[config.mk]
export PLATFORM = sky130hd
export DESIGN_NAME = serial_word_deserializer_flat
export DESIGN_NICKNAME = d
export VERILOG_FILES = /design/src/rtl/serial_word_deserializer_if.sv /design/src/rtl/serial_word_deserializer.sv /design/src/flat_wrapper.sv
export SDC_FILE = /design/constraint.sdc
export NUM_CORES = 1
export LEC_CHECK = 0
export ABC_AREA = 1
export CAP_MARGIN = 20
export CORE_UTILIZATION = 54
export DETAILED_ROUTE_END_ITERATION = 8
export GPL_TIMING_DRIVEN = 0
export PLACE_DENSITY = 0.85
export RECOVER_POWER = 25
export SETUP_SLACK_MARGIN = 0.02
export SLEW_MARGIN = 0
export SYNTH_ARGS = -nofsm -noshare
export SYNTH_HDL_FRONTEND = slang
export SYNTH_SLANG_ARGS = --single-unit
[constraint.sdc]
create_clock -name clk -period 3.6 [get_ports clk]
set_clock_uncertainty 0.1 [all_clocks]
set_input_delay 0.72 -clock clk [delete_from_list [all_inputs] [get_ports clk]]
set_output_delay 0.72 -clock clk [all_outputs]
set_load 0.005 [all_outputs]
[src/rtl/serial_word_deserializer_if.sv]
// -----------------------------------------------------------------------------
// serial_word_deserializer_if
// Purpose : bundles the serial-input and parallel-output handshakes of the
//           serial word deserializer, plus its control and status signals.
// Signals : msb_first, frame_sync    control (master -> slave)
//           s_din, s_valid, s_ready  serial bit handshake
//           p_dout, p_valid, p_ready assembled-word handshake
//           bit_cnt                  number of bits held in the partial word
// Modports: slave  - the deserializer itself
//           master - the block driving bits in and taking words out
// -----------------------------------------------------------------------------
interface serial_word_deserializer_if #(
  parameter int WIDTH = 8
);
  localparam int CW = $clog2(WIDTH);

  logic             msb_first;
  logic             frame_sync;
  logic             s_din;
  logic             s_valid;
  logic             s_ready;
  logic [WIDTH-1:0] p_dout;
  logic             p_valid;
  logic             p_ready;
  logic [CW-1:0]    bit_cnt;

  modport slave (
    input  msb_first, frame_sync, s_din, s_valid, p_ready,
    output s_ready, p_dout, p_valid, bit_cnt
  );

  modport master (
    output msb_first, frame_sync, s_din, s_valid, p_ready,
    input  s_ready, p_dout, p_valid, bit_cnt
  );
endinterface

[src/rtl/serial_word_deserializer.sv]
// -----------------------------------------------------------------------------
// serial_word_deserializer
// Purpose : assembles WIDTH-bit words from a serial bit stream (one bit per
//           accepted cycle), MSB-first or LSB-first, and presents each word on
//           a registered parallel output with valid/ready backpressure.
// Ports   : clk    - clock, rising edge
//           rst_n  - synchronous active-low reset
//           bus    - serial_word_deserializer_if.slave (see interface header)
// -----------------------------------------------------------------------------
module serial_word_deserializer #(
  parameter int WIDTH = 8
) (
  input  logic                         clk,
  input  logic                         rst_n,
  serial_word_deserializer_if.slave    bus
);
  localparam int CW = $clog2(WIDTH);
  localparam logic [CW-1:0] LAST_IDX = CW'(WIDTH - 1);

  logic [WIDTH-1:0] sr_q, sr_d;
  logic [CW-1:0]    cnt_q, cnt_d;
  logic             order_q, order_d;
  logic [WIDTH-1:0] dout_q, dout_d;
  logic             pvalid_q, pvalid_d;

  logic [WIDTH-1:0] eff_sr;
  logic [CW-1:0]    eff_cnt;
  logic             order_use;
  logic [WIDTH-1:0] shifted;
  logic             s_ready;
  logic             accept;
  logic             first_bit;
  logic             last_bit;

  // The final bit of a word may only enter when the output register can take
  // it. frame_sync restarts the word, so the pending bit is never the last one.
  assign s_ready = rst_n && (bus.frame_sync || (cnt_q != LAST_IDX) ||
                             !pvalid_q || bus.p_ready);
  assign accept  = bus.s_valid && s_ready;

  always_comb begin
    // frame_sync makes the partial word look empty for this cycle.
    eff_cnt   = bus.frame_sync ? '0 : cnt_q;
    eff_sr    = bus.frame_sync ? '0 : sr_q;
    first_bit = (eff_cnt == '0);
    last_bit  = (eff_cnt == LAST_IDX);
    // The first bit of a word uses the live order input; later bits use the
    // order captured with that first bit.
    order_use = first_bit ? bus.msb_first : order_q;
    shifted   = order_use ? {eff_sr[WIDTH-2:0], bus.s_din}
                          : {bus.s_din, eff_sr[WIDTH-1:1]};

    sr_d     = eff_sr;
    cnt_d    = eff_cnt;
    order_d  = order_q;
    dout_d   = dout_q;
    pvalid_d = pvalid_q;

    if (accept) begin
      if (first_bit) begin
        order_d = bus.msb_first;
      end
      if (last_bit) begin
        sr_d  = '0;
        cnt_d = '0;
      end else begin
        sr_d  = shifted;
        cnt_d = eff_cnt + CW'(1);
      end
    end

    // Consume first, then let a completing word override so back-to-back
    // words keep p_valid high with no bubble.
    if (pvalid_q && bus.p_ready) begin
      pvalid_d = 1'b0;
    end
    if (accept && last_bit) begin
      dout_d   = shifted;
      pvalid_d = 1'b1;
    end
  end

  always_ff @(posedge clk) begin
    if (!rst_n) begin
      sr_q     <= '0;
      cnt_q    <= '0;
      order_q  <= 1'b1;
      dout_q   <= '0;
      pvalid_q <= 1'b0;
    end else begin
      sr_q     <= sr_d;
      cnt_q    <= cnt_d;
      order_q  <= order_d;
      dout_q   <= dout_d;
      pvalid_q <= pvalid_d;
    end
  end

  assign bus.s_ready = s_ready;
  assign bus.p_dout  = dout_q;
  assign bus.p_valid = pvalid_q;
  assign bus.bit_cnt = cnt_q;
endmodule

[src/flat_wrapper.sv]
// flat-port wrapper written by rule: the top's interface ports become plain ports
module serial_word_deserializer_flat 
#(
  parameter int WIDTH = 8
)
  (clk, rst_n, bus_msb_first, bus_frame_sync, bus_s_din, bus_s_valid, bus_p_ready, bus_s_ready, bus_p_dout, bus_p_valid, bus_bit_cnt);
  serial_word_deserializer_if #(.WIDTH(WIDTH)) bus_i ();
  input  logic clk;
  input  logic rst_n;
  input wire logic [$bits(bus_i.msb_first)-1:0] bus_msb_first;
  input wire logic [$bits(bus_i.frame_sync)-1:0] bus_frame_sync;
  input wire logic [$bits(bus_i.s_din)-1:0] bus_s_din;
  input wire logic [$bits(bus_i.s_valid)-1:0] bus_s_valid;
  input wire logic [$bits(bus_i.p_ready)-1:0] bus_p_ready;
  output wire logic [$bits(bus_i.s_ready)-1:0] bus_s_ready;
  output wire logic [$bits(bus_i.p_dout)-1:0] bus_p_dout;
  output wire logic [$bits(bus_i.p_valid)-1:0] bus_p_valid;
  output wire logic [$bits(bus_i.bit_cnt)-1:0] bus_bit_cnt;
  assign bus_i.msb_first = bus_msb_first;
  assign bus_i.frame_sync = bus_frame_sync;
  assign bus_i.s_din = bus_s_din;
  assign bus_i.s_valid = bus_s_valid;
  assign bus_i.p_ready = bus_p_ready;
  assign bus_s_ready = bus_i.s_ready;
  assign bus_p_dout = bus_i.p_dout;
  assign bus_p_valid = bus_i.p_valid;
  assign bus_bit_cnt = bus_i.bit_cnt;
  serial_word_deserializer #(.WIDTH(WIDTH)) u_core (.clk(clk), .rst_n(rst_n), .bus(bus_i));
endmodule
Word-level counts from Yosys, hierarchy flattened --
Index checks and enable logic that the tools add are counted.
Word-level totals: logic and storage cells 28, register bits after elaboration 21, bits of input ports 7, output and inout bits 13
Cells by class: add/subtract/negate cells 1, multiplexer cells 10, equality and inequality tests 2, reduce and logical (&&, ||, !) cells 10
Operators by type and width (number):
- 2-to-1 mux 8 bit | 4
- 2-to-1 mux 3 bit | 3
- logical AND 1 bit | 4
- adder 3 x 1 -> 3 bit, second input constant | 1
- == test 3 bit, second input constant | 1
- zero test 3 bit | 1
- logical OR 1 bit | 3
- 2-to-1 mux 1 bit | 3
- != test 3 bit, second input constant | 1
- nonzero test 2 bit | 1
- zero test 1 bit | 1

Longest topological paths before layout --
Gate-level depths: netlist of run 1.
depth in word-level cells 8, depth in mapped cells 11, mapped depth without buffers 11

Worst setup path after synthesis of run 1 --
OpenSTA, ideal clock, no wires.
kind input-to-reg, from input bus_frame_sync, to register u_core.dout_q[2], in the netlist u_core.bus.p_dout[2], setup time 0.072 ns, path slack 1.627 ns, arrival time 1.801 ns, data required time 3.428 ns, buffers on the path 1, stages on the path 11, cell sequence buf_6 > nor2_1 > inv_1 > ha_1 > nand2_1 > nand2_4 > nand2_4 > nand2_1 > nand2_1 > nand2_1 > a21oi_1
Between the ends: cells in the longest elaborated chain, start to end 6, elaborated cells between the ends (all ways) 12, classes of those cells eq/ne: 1; mux: 4; reduce/logical: 7
Ends and longest elaborated chain:
- start, declared | line flat_wrapper.sv:11 | input wire logic [$bits(bus_i.frame_sync)-1:0] bus_frame_sync;
- branches (longest 6 deep; another with 2-to-1 mux 8 bit)
- end signal, assigned | line serial_word_deserializer.sv:94 | dout_q <= dout_d;
- end, declared | line serial_word_deserializer.sv:23 | logic [WIDTH-1:0] dout_q, dout_d;
Several ways; the timed one is not identified. A chain may end at the register's enable or synchronous reset.

Final worst setup path of run 1 --
from input rst_n, to output bus_s_ready
Between the ends: cells in the longest elaborated chain, start to end 1
Ends and longest elaborated chain:
- start, declared | line flat_wrapper.sv:9 | input logic rst_n;
- logical AND 1 bit | line serial_word_deserializer.sv:37 | assign s_ready = rst_n && (bus.frame_sync || (cnt_q != LAST_IDX) ||
- end, declared | line flat_wrapper.sv:15 | output wire logic [$bits(bus_i.s_ready)-1:0] bus_s_ready;
No other way between the ends.

==> results of run 1 <==
-- state kept, by name (all words and copies together), names as in the netlist --
name / flops
u_core.sr_q: 8
u_core.order_q: 1
u_core.bus.p_valid: 1
u_core.bus.bit_cnt: 3
u_core.bus.p_dout: 8
-- critical path, cell delays in order --
cell and delay, ps:
clkdlybuf4s50_1 600, clkinv_1 310, a31oi_1 330, clkdlybuf4s50_1 550
-- area by class of cell --
type | count | area share [%]
Multi-Input combinational cell | 110 | 41.63
Tap cell | 25 | 2.404
Clock inverter | 1 | 0.3846
Sequential cell | 21 | 32.31
Timing Repair Buffer | 19 | 14.62
Clock buffer | 3 | 1.731
Buffer | 3 | 1.442
Inverter | 19 | 5.481
-- where the power goes --
part,switching (mW),total (mW),internal [mW]
sequential,0.00240,0.238,0.236
combinational,0.0335,0.0547,0.0212
clock,0.0722,0.114,0.0415
total,0.108,0.407,0.299
-- per-stage QoR --
| stage | cell area [um^2] | setup slack, ps | util [%] |
|---|---|---|---|
| final | 1301 | 270.3 | 72.98 |
| after global placement | 1275 | 350.4 | 71.51 |
| after CTS | 1303 | 288.4 | 73.05 |
| after floorplan | 1054 | 1627 | - |
| after detailed placement | 1275 | 280.8 | 71.51 |
| after global routing | 1301 | 197.2 | 72.98 |
-- synthesized netlist by cell type, drive strengths merged --
cell type,n
o21ai,3
buf,2
inv,18
nor2,15
nand2,56
nand3,12
a21oi,18
clkinv,1
dfxtp,21
a31oi,1
clkbuf,1
o21a,1
nand4,1
ha,3
-- cell families after synthesis --
| group | count (synthesis) | synth area share (%) |
|---|---|---|
| buffers and inverters | 22 | 8.668 |
| AND/OR/NAND/NOR | 84 | 36.58 |
| AO/OA/AOI/OAI | 23 | 11.28 |
| adder cells (fa/ha/maj) | 3 | 3.563 |
| flip-flops | 21 | 39.90 |
-- path summary, 6_finish.rpt --
check,from,end,slack (ps),cells after the start
worst max register to register,u_core.bus.bit_cnt[0]$_SDFF_PN0_,u_core.sr_q[3]$_SDFF_PN0_,1820,11
worst min-delay path,u_core.bus.p_dout[3]$_SDFFE_PN0P_,u_core.bus.p_dout[3]$_SDFFE_PN0P_,370,2
worst max-delay path,rst_n,bus_s_ready,270,4
worst min register to register,u_core.bus.p_dout[3]$_SDFFE_PN0P_,u_core.bus.p_dout[3]$_SDFFE_PN0P_,370,2
-- routing by layer --
layer  track usage, %  wire (um)  vias to the layer above
li1                 -          -                      531
met4            7.059         31                        0
met2            38.03       1014                       31
met5                0          0                        -
met1            32.70       1024                      461
met3            3.529         83                        4
==> reports/metrics.yaml, run 1 <==
leakage_nw: 0.5461
wl_per_cell_um: 10.71
maxSlewViolCount: 0
initial_core_util_pct: 59.09
setup_viol: 0
setup_tns_ps: 0
p_total_mw: 0.4066
p_per_area_nw_per_um2: 312.5
worst_ir_drop_vdd_mv: 0.2173
synth_top_area_share_pct: 39.90
cts_buffers: 3
cts_htree_levels: 1
cts.path.max_buffers: 2
grt_setup_unrepaired: "no"
cts-resized-gates: 0
fmax_ghz: 0.3003
synth_nets: 163
synth-seq-area-share_pct: 39.90
synth_area_leader_cell: "dfxtp_1"
antenna_found_initial: 0
ctsHoldBuffers: 0
synthCells: 153
die-area_um2: 2132
maxSlewHeadroom_pct: 72.20
synth-warning-count: 0
grt_pass1_wl_um: 3615
drt_first_pass_iters: 4
cp_max_fo: 10
fin_cells: 201
startpoint_type: "input port"
dpl.hpwl_um: 1626
mostFrequentLayoutCells: "53 x nand2_1, 21 x dfxtp_1, 18 x a21oi_1, 17 x inv_1"
place_congestion: 0.8754
layout-drive-gt1-share_pct: 8.523
multi_input_area_um2: 541.8
clkTransAtPathRegs_ps: 110
status: "finished, final reports clean"
drc_errors: 0
numPortBuffers: 19
rows: 15
avgViaCountPerCell: 5.109
cts_tree: "done"
antennaDiodeCount: 0
ant_nets: 0
hp-class: "flop to flop"
core_area_um2: 1783
first_global_vias: 846
clock-sinks: 21
worst_ep_required_time_ps: 2780
critPathKind: "input port to primary output"
crit_path_end_kind: "primary output"
die_height_um: 46.17
fillers: 155
fp.dieW_um: 46.17
grt-ovfl-total: 0
syn_avg_cell_area_um2: 6.886
period_share_pct: 92.49
ys_types: 20
post_cts_buffers: 0
layout_commonest_cell: "nand2_1"
synthToLayoutAreaGrowth_pct: 23.52
grt_use_total_pct: 23.74
timing.final.crit_period_ps: 3330
drtIter0Drc: 44
arrival_ps: 2510
clk_latency_ps: 310
dp.cells: 197
ys_seq_elements: 21
worst_pin_slew_ps: 417.0
cts_root_buffer: "clkbuf_4"
vias: 1027
whs_ps: 369.1
ioPinCount: 20
cap_viol_max_count: 0
synthesis.area_um2: 1054
regArea_um2: 420.4
grt_max_degree: 13
finalHoldViolations: 0
fin_nets: 187
synth_top_cells_by_area: "dfxtp_1 40%, nand2_1 19%, a21oi_1 8.6%, inv_1 6.1%, nand3_1 4.3%"
finalWirelength_um: 2153
(Power assumes the default switching activity.)
==> run 2: changes to the inputs <==
--- a/config.mk
+++ b/config.mk
@@ -7,7 +7,9 @@
 export LEC_CHECK = 0
 export ABC_AREA = 1
 export CAP_MARGIN = 20
+export CORE_MARGIN = 2
 export CORE_UTILIZATION = 54
+export CTS_BUF_LIST = sky130_fd_sc_hd__clkbuf_16
 export DETAILED_ROUTE_END_ITERATION = 8
 export GPL_TIMING_DRIVEN = 0
 export PLACE_DENSITY = 0.85
==> run 2 against run 1 <==
Clock power up 100%; non-clock buffer count unchanged; largest power group unchanged; global-route usage is 1.7 points higher; sequential cell count is the same; register-to-register slack worse by 150 ps; die area grew 8.9%; total power rose by 30%; first-iteration DRC count fell by 11%; sequential share of layout area shrank 1.3 points; sequential power hardly changed; cell area increased by 4.1%.
==> reports/metrics.yaml, run 2 (synthesized netlist as in run 1, its figures left out) <==
status: "finished, final reports clean"
r2r_slack_ps: 1670  # -150 ps
cts_tree: "done"
switching_share_pct: 23.01  # -3.6 points
setup_tns_ps: 0  # unchanged
ioPinCount: 20  # unchanged
fmax_ghz: 0.3039  # +1.2%
clkTransAtPathRegs_ps: 60  # -50 ps
fin_cells: 201  # unchanged
cts-resized-gates: 0  # unchanged
die_height_um: 48.17  # +4.3%
worst_ir_drop_vdd_mv: 0.3225  # +48%
initial_core_util_pct: 59.09  # unchanged
die-area_um2: 2320  # +8.9%
dpl.hpwl_um: 1806  # +11%
hold_end: "u_core.bus.p_dout[3]$_SDFFE_PN0P_"
layout-drive-gt1-share_pct: 9.091  # +0.57 points
fin_nets: 187  # unchanged
post_cts_buffers: 0  # unchanged
hold_depth: 2  # unchanged
fillers: 133  # -14%
drc_errors: 0  # unchanged
maxSlewHeadroom_pct: 70.85  # -1.3 points
combPwrFrac_pct: 10.7  # -2.8 points
cp_max_fo: 10  # unchanged
period_share_pct: 91.40  # -1.1 points
r2r-start: "u_core.bus.bit_cnt[0]$_SDFF_PN0_"
cts_buffers: 3  # unchanged
critPathKind: "input port to primary output"
drtIter0Drc: 39  # -11%
numPortBuffers: 19  # unchanged
ctsHoldBuffers: 0  # unchanged
synthToLayoutAreaGrowth_pct: 28.62
fp.dieW_um: 48.17  # +4.3%
antennaDiodeCount: 0  # unchanged
finalWirelength_um: 2549  # +18%
place_congestion: 0.8753  # about the same
leakage_nw: 0.5748  # +5.3%
grt_setup_unrepaired: "no"
mostFrequentLayoutCells: "53 x nand2_1, 21 x dfxtp_1, 18 x a21oi_1, 17 x inv_1, 12 x nor2_1"
grt_pass1_wl_um: 4105  # +14%
setup_viol: 0  # unchanged
reg2reg_depth: 11  # unchanged
clk_latency_ps: 250  # -60 ps
drt_first_pass_iters: 4  # unchanged
finalHoldViolations: 0  # unchanged
cts.path.max_buffers: 2  # unchanged
clock-sinks: 21  # unchanged
grt_max_degree: 13  # unchanged
ant_nets: 0  # unchanged
vias: 1085  # +5.6%
min_from: "u_core.bus.p_dout[3]$_SDFFE_PN0P_"
grt-ovfl-total: 0  # unchanged
layout_commonest_cell: "nand2_1"
clkPwrFrac_pct: 44.1  # +16 points
crit_path_end_kind: "primary output"
p_switching_mw: 0.1215  # +12%
worst_pin_slew_ps: 437.2  # +20.18 ps
worst_ep_required_time_ps: 2780  # about the same
dp.cells: 197  # unchanged
cts_root_buffer: "clkbuf_16"
first_global_vias: 960  # +13%
cts_htree_levels: 1  # unchanged
p_per_area_nw_per_um2: 389.7  # +25%
wl_per_cell_um: 12.68  # +18%
cap_viol_max_count: 0  # unchanged
startpoint_type: "input port"
hp-class: "flop to flop"
timing.final.crit_period_ps: 3290  # -39.27 ps
rows: 15  # unchanged
antenna_found_initial: 0  # unchanged
core_area_um2: 1783  # unchanged
grt_use_total_pct: 25.47  # +1.7 points
internal_power_mw: 0.4066  # +36%
p_seq_share_pct: 45.2  # -13 points
avgViaCountPerCell: 5.398  # +5.6%
maxSlewViolCount: 0  # unchanged
r2r_end: "u_core.sr_q[7]$_SDFF_PN0_"
arrival_ps: 2470  # -40 ps
-- run 2: power by group through the flow --
stage                     logic (mW)  registers, mW  clock network (mW)
after floorplan               0.0332          0.244                   0
after global placement        0.0539          0.243                   0
after detailed placement      0.0550          0.244                   0
after CTS                     0.0561          0.239               0.235
after global routing          0.0617          0.239               0.245
final                         0.0567          0.239               0.233
-- run 2: final cells by class --
| cell class | count | area [um^2] | share of cell area (%) |
|---|---|---|---|
| flip-flops and latches | 21 | 420.4 | 31.02 |
| repair buffers | 19 | 190.2 | 14.04 |
| inverters | 19 | 71.32 | 5.263 |
| plain buffers | 3 | 20.02 | 1.477 |
| multi-input cells | 110 | 541.8 | 39.98 |
| clock buffers | 3 | 75.07 | 5.540 |
| well taps | 25 | 31.28 | 2.308 |
| clock inverters | 1 | 5.005 | 0.3693 |
-- run 2: worst max path at each step --
stage,from,to,cells past startpoint
final,rst_n,bus_s_ready,4
after global routing,rst_n,bus_s_ready,4
after CTS,rst_n,bus_s_ready,4
after detailed placement,rst_n,bus_s_ready,4
after global placement,rst_n,bus_s_ready,4
after floorplan,bus_frame_sync,u_core.bus.p_dout[2]$_SDFFE_PN0P_,11
-- run 2: per-layer routing --
layer | track usage [%] | vias to the layer above | wire (um)
met3 | 3.704 | 10 | 180
met2 | 42.89 | 49 | 1243
met5 | 0 | - | 0
li1 | - | 528 | -
met1 | 30.86 | 498 | 1057
met4 | 14.05 | 0 | 67
-- run 2: worst max-delay path, stage by stage --
cell and delay (ps):
clkdlybuf4s50_1 620, clkinv_1 310, a31oi_1 280, clkdlybuf4s50_1 550
-- run 2: stage by stage --
stage | hold slack (ps) | util, % | setup WS (ps) | power, mW | instance area (um^2)
floorplan | 361.8 | - | 1627 | 0.2768 | 1054
global placement | 352.0 | 71.51 | 366.3 | 0.2974 | 1275
CTS | 370.1 | 76.00 | 342.0 | 0.5299 | 1355
detailed placement | 361.1 | 71.51 | 341.6 | 0.2987 | 1275
finish | 366.9 | 76.00 | 309.6 | 0.5281 | 1355
global route | 386.1 | 76.00 | 211.2 | 0.5457 | 1355
